$ cat src/rtl/disc_timing_pkg.sv
// Shared disc timing-track constants, word-position type and Z2/Z3 decode functions.
package disc_timing_pkg;

    localparam int unsigned WORD_BITS = 40;
    localparam int unsigned ADR_BITS  = 7;
    localparam int unsigned ADR_POS   = 32;
    localparam int unsigned BIT_W     = 6;
    localparam int unsigned ADR_IW    = $clog2(ADR_BITS);

    localparam int unsigned SYNC_A_LO = 31;
    localparam int unsigned SYNC_A_HI = 33;
    localparam int unsigned SYNC_B_LO = 38;
    localparam int unsigned SYNC_B_HI = 39;

    typedef logic [BIT_W-1:0]    bit_t;
    typedef logic [ADR_BITS-1:0] adr_t;

    typedef struct packed {
        bit_t bit_idx;
        adr_t adr;
    } word_pos_t;

    // Word-sync track value for bit time b.
    function automatic logic decode_z2(input bit_t b);
        return ((b >= BIT_W'(SYNC_A_LO)) && (b <= BIT_W'(SYNC_A_HI))) ||
               ((b >= BIT_W'(SYNC_B_LO)) && (b <= BIT_W'(SYNC_B_HI)));
    endfunction

    // Serial address track: address bits LSB first starting at ADR_POS, 0 elsewhere.
    function automatic logic decode_z3(input bit_t b, input adr_t adr);
        logic z;
        z = 1'b0;
        for (int unsigned i = 0; i < ADR_BITS; i++) begin
            if (b == BIT_W'(ADR_POS + i)) begin
                z = adr[ADR_IW'(i)];
            end
        end
        return z;
    endfunction

endpackage

$ cat src/rtl/disc_word_counter.sv
// Bit/word position counter: bit index within a word and sector address, with load and wrap.
module disc_word_counter
    import disc_timing_pkg::*;
(
    input  logic      clk,
    input  logic      clr,
    input  logic      ld,
    input  adr_t      adr_in,
    output word_pos_t pos,
    output word_pos_t pos_c
);

    word_pos_t pos_q;

    // Next position; clear beats load, load beats the word-end increment.
    always_comb begin
        pos_c = pos_q;
        if (clr) begin
            pos_c = '0;
        end else if (ld) begin
            pos_c.bit_idx = '0;
            pos_c.adr     = adr_in;
        end else if (pos_q.bit_idx == BIT_W'(WORD_BITS - 1)) begin
            pos_c.bit_idx = '0;
            pos_c.adr     = pos_q.adr + ADR_BITS'(1);
        end else if (pos_q.bit_idx >= BIT_W'(WORD_BITS)) begin
            pos_c.bit_idx = '0;
        end else begin
            pos_c.bit_idx = pos_q.bit_idx + BIT_W'(1);
        end
    end

    always_ff @(posedge clk) begin
        if (clr) begin
            pos_q <= '0;
        end else begin
            pos_q <= pos_c;
        end
    end

    assign pos = pos_q;

endmodule

$ cat src/rtl/disc_timing_track_gen.sv
// Disc timing-track generator: emits Z2 word-sync and Z3 serial address aligned to BIT/ADR.
module disc_timing_track_gen
    import disc_timing_pkg::*;
(
    input  logic                Z1,
    input  logic                CLR,
    input  logic                ADR_LD,
    input  logic [ADR_BITS-1:0] ADR_IN,
    output logic                Z2,
    output logic                _Z2,
    output logic                Z3,
    output logic                _Z3,
    output logic [BIT_W-1:0]    BIT,
    output logic [ADR_BITS-1:0] ADR,
    output logic                WS,
    output logic                INDEX
);

    word_pos_t pos;
    word_pos_t pos_c;
    logic      z2_q;
    logic      nz2_q;
    logic      z3_q;
    logic      nz3_q;

    disc_word_counter u_counter (
        .clk    (Z1),
        .clr    (CLR),
        .ld     (ADR_LD),
        .adr_in (ADR_IN),
        .pos    (pos),
        .pos_c  (pos_c)
    );

    // Decode from the next position so the tracks line up with the BIT register.
    // Complements are separate flops fed from the same decode, so they never skew.
    always_ff @(posedge Z1) begin
        if (CLR) begin
            z2_q  <= 1'b0;
            nz2_q <= 1'b1;
            z3_q  <= 1'b0;
            nz3_q <= 1'b1;
        end else begin
            z2_q  <= decode_z2(pos_c.bit_idx);
            nz2_q <= ~decode_z2(pos_c.bit_idx);
            z3_q  <= decode_z3(pos_c.bit_idx, pos_c.adr);
            nz3_q <= ~decode_z3(pos_c.bit_idx, pos_c.adr);
        end
    end

    assign Z2    = z2_q;
    assign _Z2   = nz2_q;
    assign Z3    = z3_q;
    assign _Z3   = nz3_q;
    assign BIT   = pos.bit_idx;
    assign ADR   = pos.adr;
    assign WS    = (pos.bit_idx == '0);
    assign INDEX = (pos.bit_idx == '0) && (pos.adr == '0);

endmodule

$ cat config.mk
export PLATFORM = sky130hd
export DESIGN_NAME = disc_timing_track_gen
export DESIGN_NICKNAME = d
export VERILOG_FILES = /design/src/rtl/disc_timing_pkg.sv /design/src/rtl/disc_word_counter.sv /design/src/rtl/disc_timing_track_gen.sv
export SDC_FILE = /design/constraint.sdc
export NUM_CORES = 1
export LEC_CHECK = 0
export ABC_AREA = 1
export CORE_UTILIZATION = 49
export DETAILED_ROUTE_END_ITERATION = 10
export HOLD_SLACK_MARGIN = 0.03
export PLACE_DENSITY_LB_ADDON = 0.3
export SLEW_MARGIN = 10
export SYNTH_ARGS = -nofsm -noshare
export SYNTH_HDL_FRONTEND = slang
export SYNTH_SLANG_ARGS = --single-unit
$ cat constraint.sdc
create_clock -name Z1 -period 2 [get_ports Z1]
set_input_delay 0.4 -clock Z1 [delete_from_list [all_inputs] [get_ports Z1]]
set_output_delay 0.4 -clock Z1 [all_outputs]
set_load 0.01 [all_outputs]
==> results of run 1 <==
[state kept, by name, indices dropped and copies added, names as in the netlist]
name,flops
u_counter.pos,13
Z2,1
Z3,1
_Z2,1
_Z3,1
[critical path, cell delays in order (launching register included)]
cell	delay, ps
dfxtp_1	440
inv_1	100
ha_1	200
nand3_1	90
nor2_1	40
dlygate4sd2_1	280
[how the worst min path moves through the flow]
stage                             to  depth (start not counted)             start
floorplan           u_counter.pos[0]                          3               CLR
global route        u_counter.pos[0]                          4  u_counter.pos[0]
finish              u_counter.pos[1]                          4  u_counter.pos[1]
CTS                 u_counter.pos[1]                          4  u_counter.pos[1]
detailed placement  u_counter.pos[1]                          4  u_counter.pos[1]
global placement    u_counter.pos[1]                          4  u_counter.pos[1]
[report_power, final]
part           switching [W]  internal [W]  total, W
Sequential         0.0000158      0.000351  0.000366
Clock               0.000114     0.0000745  0.000188
Combinational      0.0000708     0.0000729  0.000144
Total               0.000201      0.000498  0.000698
[layer usage]
metal,wire length (um),vias up,global-route usage [%]
met3,123,6,4.17
met4,33,0,7.87
met5,0,-,0
met2,1460,36,42.8
li1,-,640,-
met1,1220,584,27.0
[logic make-up after synthesis]
group	Yosys count	share of synthesized area, %
simple gates	110	47.6
buf+inv	36	11.6
flops	17	28.9
compound gates	9	4.78
xor+xnor	4	2.97
fa+ha+maj	4	4.25
[metrics by stage]
step | worst slack [ps] | instance area (um^2)
finish | 151 | 1590
detailed placement | -80.1 | 1560
CTS | 119 | 1580
floorplan | 322 | 1180
global route | 23.6 | 1590
global placement | -10.6 | 1560
[cell type report]
cell class	instances	area, um^2	area share [%]
inverter	35	131	8.27
clock buffer	3	22.5	1.42
timing repair buffer	37	345	21.7
sequential	17	343	21.6
multi-input combinational	127	707	44.5
tap	28	35.0	2.20
clock inverter	1	5.00	0.315
[placed cells by master (no fill, tap or decap), types with 2 or more instances in the layout]
cell	n
o21ai_0	5
clkbuf_4	3
dfxtp_1	15
nand4_1	7
xnor2_1	2
ha_1	3
dfxtp_2	2
nand3_2	2
nand3_1	18
nor2_1	22
inv_2	5
nor2_2	8
buf_4	9
xor2_1	2
inv_1	29
clkdlybuf4s50_1	26
nand2_2	7
dlygate4sd2_1	2
a21oi_2	2
nand2_1	38
==> metrics.md, run 1 <==
| Metric | Value |
|---|---|
| WHS | 669 ps |
| Critical Path End Type | primary output |
| Critical Path RT | between 1500 and 2000 ps |
| Cells after Synth | 180 |
| Clock slew at reported path FFs | 100 ps |
| Max Transition Viols Final | 0 |
| DP Cell Count | approximately 240 |
| Worst rel slew slack | 79.9% |
| Post-Syn Nets | 194 |
| Post-synth EDFFs | 0 |
| PwrDens | 440 mW/mm^2 |
| Largest area contributor in the netlist | dfxtp_1 |
| Ant diodes | 0 |
| Power Total | 0.000698 W |
| DRC | 0 |
| CTS root buffer | clkbuf_4 |
| Min-delay worst type | reg -> reg |
| Status | completed |
| Worst VDD drop | between 0.3 and 0.4 mV |
| # port buffers | 28 |
| Total CTS buffers | 3 |
| Largest net degree at the start of global routing | 13 |
| Fmax | ~0.54 GHz |
| DR vias/cell | roughly 5.1 |
| Worst reg2reg startpoint | u_counter.pos[7] |
| Final Hold Vio Count | 0 |
| Worst-margin pin slew | 301 ps |
| Antenna violations before repair | 0 |
| Die height | 51.0 um |
| Final setup fails | 0 |
| Vias | 1,266 |
| Number of nets with antenna violations after routing | 0 |
| Clk_lat worst skew | a little under 300 ps |
| Top FF cell, synth | dfxtp_1 |
| Register area share after synthesis | slightly below 30% |
| Crit path capture | INDEX |
| Post-Route Setup TNS | 0 ps |
| Post-DP HPWL | 2240 um |
| Num Clock Sinks | 17 |
| Cell variety after synth | 27 |
| Yosys top cell area share | 28.9% |
| Vias in the first global route | 1,138 |
| Core area | 0.00223 mm^2 |
| Top-count cell post-synth | nand2_1 |
| Post-CTS Setup Inserts | 0 |
| Fraction of layout cells with a size suffix above 1 | 20.9% |
| Clk_skew | 1.63 ps |
| Detailed Routing Iterations Pass 1 | 5 |
| Synth Register Bits | 17 |
| H-tree levels | 1 |
| Mapped cell area | around 0.0012 mm^2 |
| Unrepaired setup endpoints after global routing | false |
| Period utilization | 92.4% |
| FF-to-FF setup slack | 210 ps |
| Row Count | 17 |
| 1st-iter DRT viols | 30 |
| Reg2Reg Depth | 12 |
| CP Max Fanout | 6 |
| CTS tree | yes |
| Crit path time final | 1850 ps |
| I/O pin count | 29 |
| Crit path DAT | about 1500 ps |
| Final core utilization | 71.1% |
| Max-cap violations | 0 |
| Top cells by count, synth | nand2_1 (38), inv_1 (29), nor2_1 (23) |
| Post-CTS sizing | 3 |
| Crit Reg-Reg Endpoint | _Z3 |
| Drt total wl | 2840 um |
| Syn Area/Cell | roughly 6.5 um^2 |
| Final instance count without filler cells | 248 |
| Final Net Count | 235 |
| Filler Cells Inserted | 186 |
| CTS Hold Bufs | 0 |
| Gr usage total | 23.4% |
| Initial Utilization | 52.8% |
| CP startpoint | u_counter.pos[0] |
| Synth warn | 0 |
| Die width | 51.0 um |
| Ranking of synthesized cells by area | dfxtp_1 (29%), nand2_1 (12%), inv_1 (9.2%) |
| P&R area growth vs syn | 34.8% |
| Drt wl/cell | approximately 11 um |
| Worst setup SP type | register |
| Overflow after GRT | 0 |
| Die area | between 0.002 and 0.003 mm^2 |
| GP Congestion | around 0.94 |
| Global-route wire length before repair | 4660 um |
| Async set-reset flop share out of synthesis | 0% |
| Clock Tree Buf Depth | 2 |
| Kind of critical path | reg -> out |
| Static leakage | between 0.7 and 0.8 nW |
No activity file was read; power rests on OpenSTA's default activity.
==> inputs of run 2 (changes only) <==
--- a/config.mk
+++ b/config.mk
@@ -7,9 +7,11 @@
 export LEC_CHECK = 0
 export ABC_AREA = 1
 export CORE_UTILIZATION = 49
+export CTS_CLUSTER_DIAMETER = 100
 export DETAILED_ROUTE_END_ITERATION = 10
 export HOLD_SLACK_MARGIN = 0.03
 export PLACE_DENSITY_LB_ADDON = 0.3
+export SETUP_SLACK_MARGIN = 0.2
 export SLEW_MARGIN = 10
 export SYNTH_ARGS = -nofsm -noshare
 export SYNTH_HDL_FRONTEND = slang
==> run 2 against run 1 <==
Clock skew about the same. Non-clock buffer count unchanged. Core utilization up 1.4 points. Clock power up 2%. Critical path type unchanged. Highest routed layer unchanged.
==> metrics.md, run 2 (synthesized netlist as in run 1, its figures left out) <==
| Metric | Value |
|---|---|
| Status | completed |
| WHS Path Cells | 3 |
| DRC | 0 |
| H-tree levels | 1 |
| Cell family with most CP delay | flip-flops |
| DP Cell Count | 244 |
| Switching pwr | 0.000205 W |
| Num Clock Sinks | 17 |
| Clock Tree Buf Depth | 2 |
| Crit path DAT | 1410 ps |
| Filler Cells Inserted | 180 |
| Die width | 51.0 um |
| 1st-iter DRT viols | 38 |
| Min-delay worst type | in -> reg |
| Seq pwr share | 52.2% |
| Antenna violations before repair | 0 |
| Drt wl/cell | 11.6 um |
| Final setup fails | 0 |
| Drt total wl | 2880 um |
| Clock slew at reported path FFs | 100 ps |
| CTS root buffer | clkbuf_4 |
| Ant diodes | 0 |
| Fmax | approximately 0.55 GHz |
| CP max-delay cell | dfxtp_4 |
| WP buf/inv | 3 |
| Unrepaired setup endpoints after global routing | true |
| Detailed Routing Iterations Pass 1 | 4 |
| Kind of critical path | reg -> out |
| Comb pwr share | 20.5% |
| Worst VDD drop | 0.355 mV |
| Critical path depth | 5 |
| Clock power frac | between 20% and 30% |
| Post-DP HPWL | 2240 um |
| Crit path time final | 1810 ps |
| Crit-path most repeated cell | inv_1 |
| Final instance count without filler cells | 248 |
| Most frequent cells in the layout | nand2_1 (38), inv_1 (27), clkdlybuf4s50_1 (24) |
| Static leakage | around 0.81 nW |
| Final core utilization | 72.5% |
| DR vias/cell | 4.99 |
| PwrDens | 433 mW/mm^2 |
| I/O pin count | 29 |
| Max reg flops | 13 |
| CP Max Fanout | 6 |
| Row Count | 17 |
| Switch share | 29.2% |
| Fraction of layout cells with a size suffix above 1 | 25.0% |
| GP Congestion | between 0.9 and 1 |
| Gr usage total | 23.7% |
| Total CTS buffers | 3 |
| Max-cap violations | 0 |
| Number of nets with antenna violations after routing | 0 |
| Period utilization | 90.5% |
| Die area | 0.00261 mm^2 |
| Reg2Reg Depth | 12 |
| Worst setup SP type | register |
| Final Net Count | between 200 and 250 |
| Cell Chain, Critical Path | inv_1, ha_1, nand4_1, inv_1, dlygate4sd2_1 |
| Core area | 0.00223 mm^2 |
| Largest net degree at the start of global routing | 13 |
| CTS tree | yes |
| Worst rel slew slack | 82.5% |
| Commonest non-fill, non-tap cell in the layout | nand2_1 |
| CP max stage delay | 400 ps |
| Critical Path End Type | primary output |
| Internal power | 0.000497 W |
| Post-Route Setup TNS | 0 ps |
| Die height | 51.0 um |
| Clk_skew | 2.07 ps |
| Vias in the first global route | about 1.1k |
| Vias | ~1.2k |
| Critical Path RT | 1600 ps |
| Clk_lat worst skew | 290 ps |
| Max Transition Viols Final | 0 |
| # port buffers | 28 |
| Overflow after GRT | 0 |
| Initial Utilization | 52.8% |
| Worst-margin pin slew | roughly 260 ps |
| Final Hold Vio Count | 0 |
| Post-CTS Setup Inserts | 0 |
| P&R area growth vs syn | 37.5% |
| Global-route wire length before repair | about 4700 um |
run 2: cell count changes in the layout (fill, tap and decap cells not counted), sizes merged:
cell / delta
dlygate4sd2: -1
clkbuf: +1
clkinv: -1
inv: +1
dlymetal6s2s: +2
clkdlybuf4s50: -2
run 2: layout make-up:
type	count	area [um^2]	area share, %
multi-input cells	127	727	44.9
flip-flops and latches	17	353	21.8
repair buffers	37	347	21.4
inverters	35	131	8.11
well taps	28	35.0	2.16
clock buffers	3	22.5	1.39
clock inverters	1	5.00	0.309
run 2: what timing repair did:
item / in CTS / in global routing
setup endpoints to repair: 5 / 7
pin swaps: 1 / 3
hold buffers: 0 / 0
gates resized for setup: 8 / 15
run 2: worst paths after layout:
check,startpoint,endpoint,slack (ps)
hold / removal,ADR_LD,u_counter.pos[1],460
setup / recovery,u_counter.pos[7],WS,190
setup reg to reg,u_counter.pos[7],_Z3,290
hold reg to reg,u_counter.pos[12],u_counter.pos[12],640
run 2: per-stage QoR:
stage	instance area, um^2	power [W]	hold WS, ps	setup slack, ps
final	1620	0.000702	464	191
after global routing	1620	0.000735	466	126
after CTS	1590	0.000700	646	164
after detailed placement	1560	0.000518	645	-80.1
after global placement	1560	0.000515	647	-10.6
after floorplan	1180	0.000444	560	322
run 2: power groups by stage:
| stage | logic [W] | clock network [W] | registers (W) |
|---|---|---|---|
| final | 0.000144 | 0.000192 | 0.000366 |
| after global placement | 0.000143 | 0 | 0.000373 |
| after detailed placement | 0.000144 | 0 | 0.000373 |
| after floorplan | 0.0000664 | 0 | 0.000378 |
| after CTS | 0.000144 | 0.000190 | 0.000366 |
| after global routing | 0.000159 | 0.000208 | 0.000368 |
run 2: metal layers:
metal,track usage [%],vias up,wire (um)
met5,0,-,0
met4,7.87,0,25
met3,4.17,5,119
met2,43.2,29,1510
met1,27.6,563,1230
li1,-,641,-
run 2: worst register-to-register path, stage by stage (launching register included):
cell and delay, ps:
dfxtp_4 400, ha_4 170, nand2_1 70, inv_2 110
nand3_1 90, nand3_1 120, nand3_2 140, inv_2 130
nand3_1 90, nor2_1 140, nor2_2 50, nand3_1 60
nand2_1 50
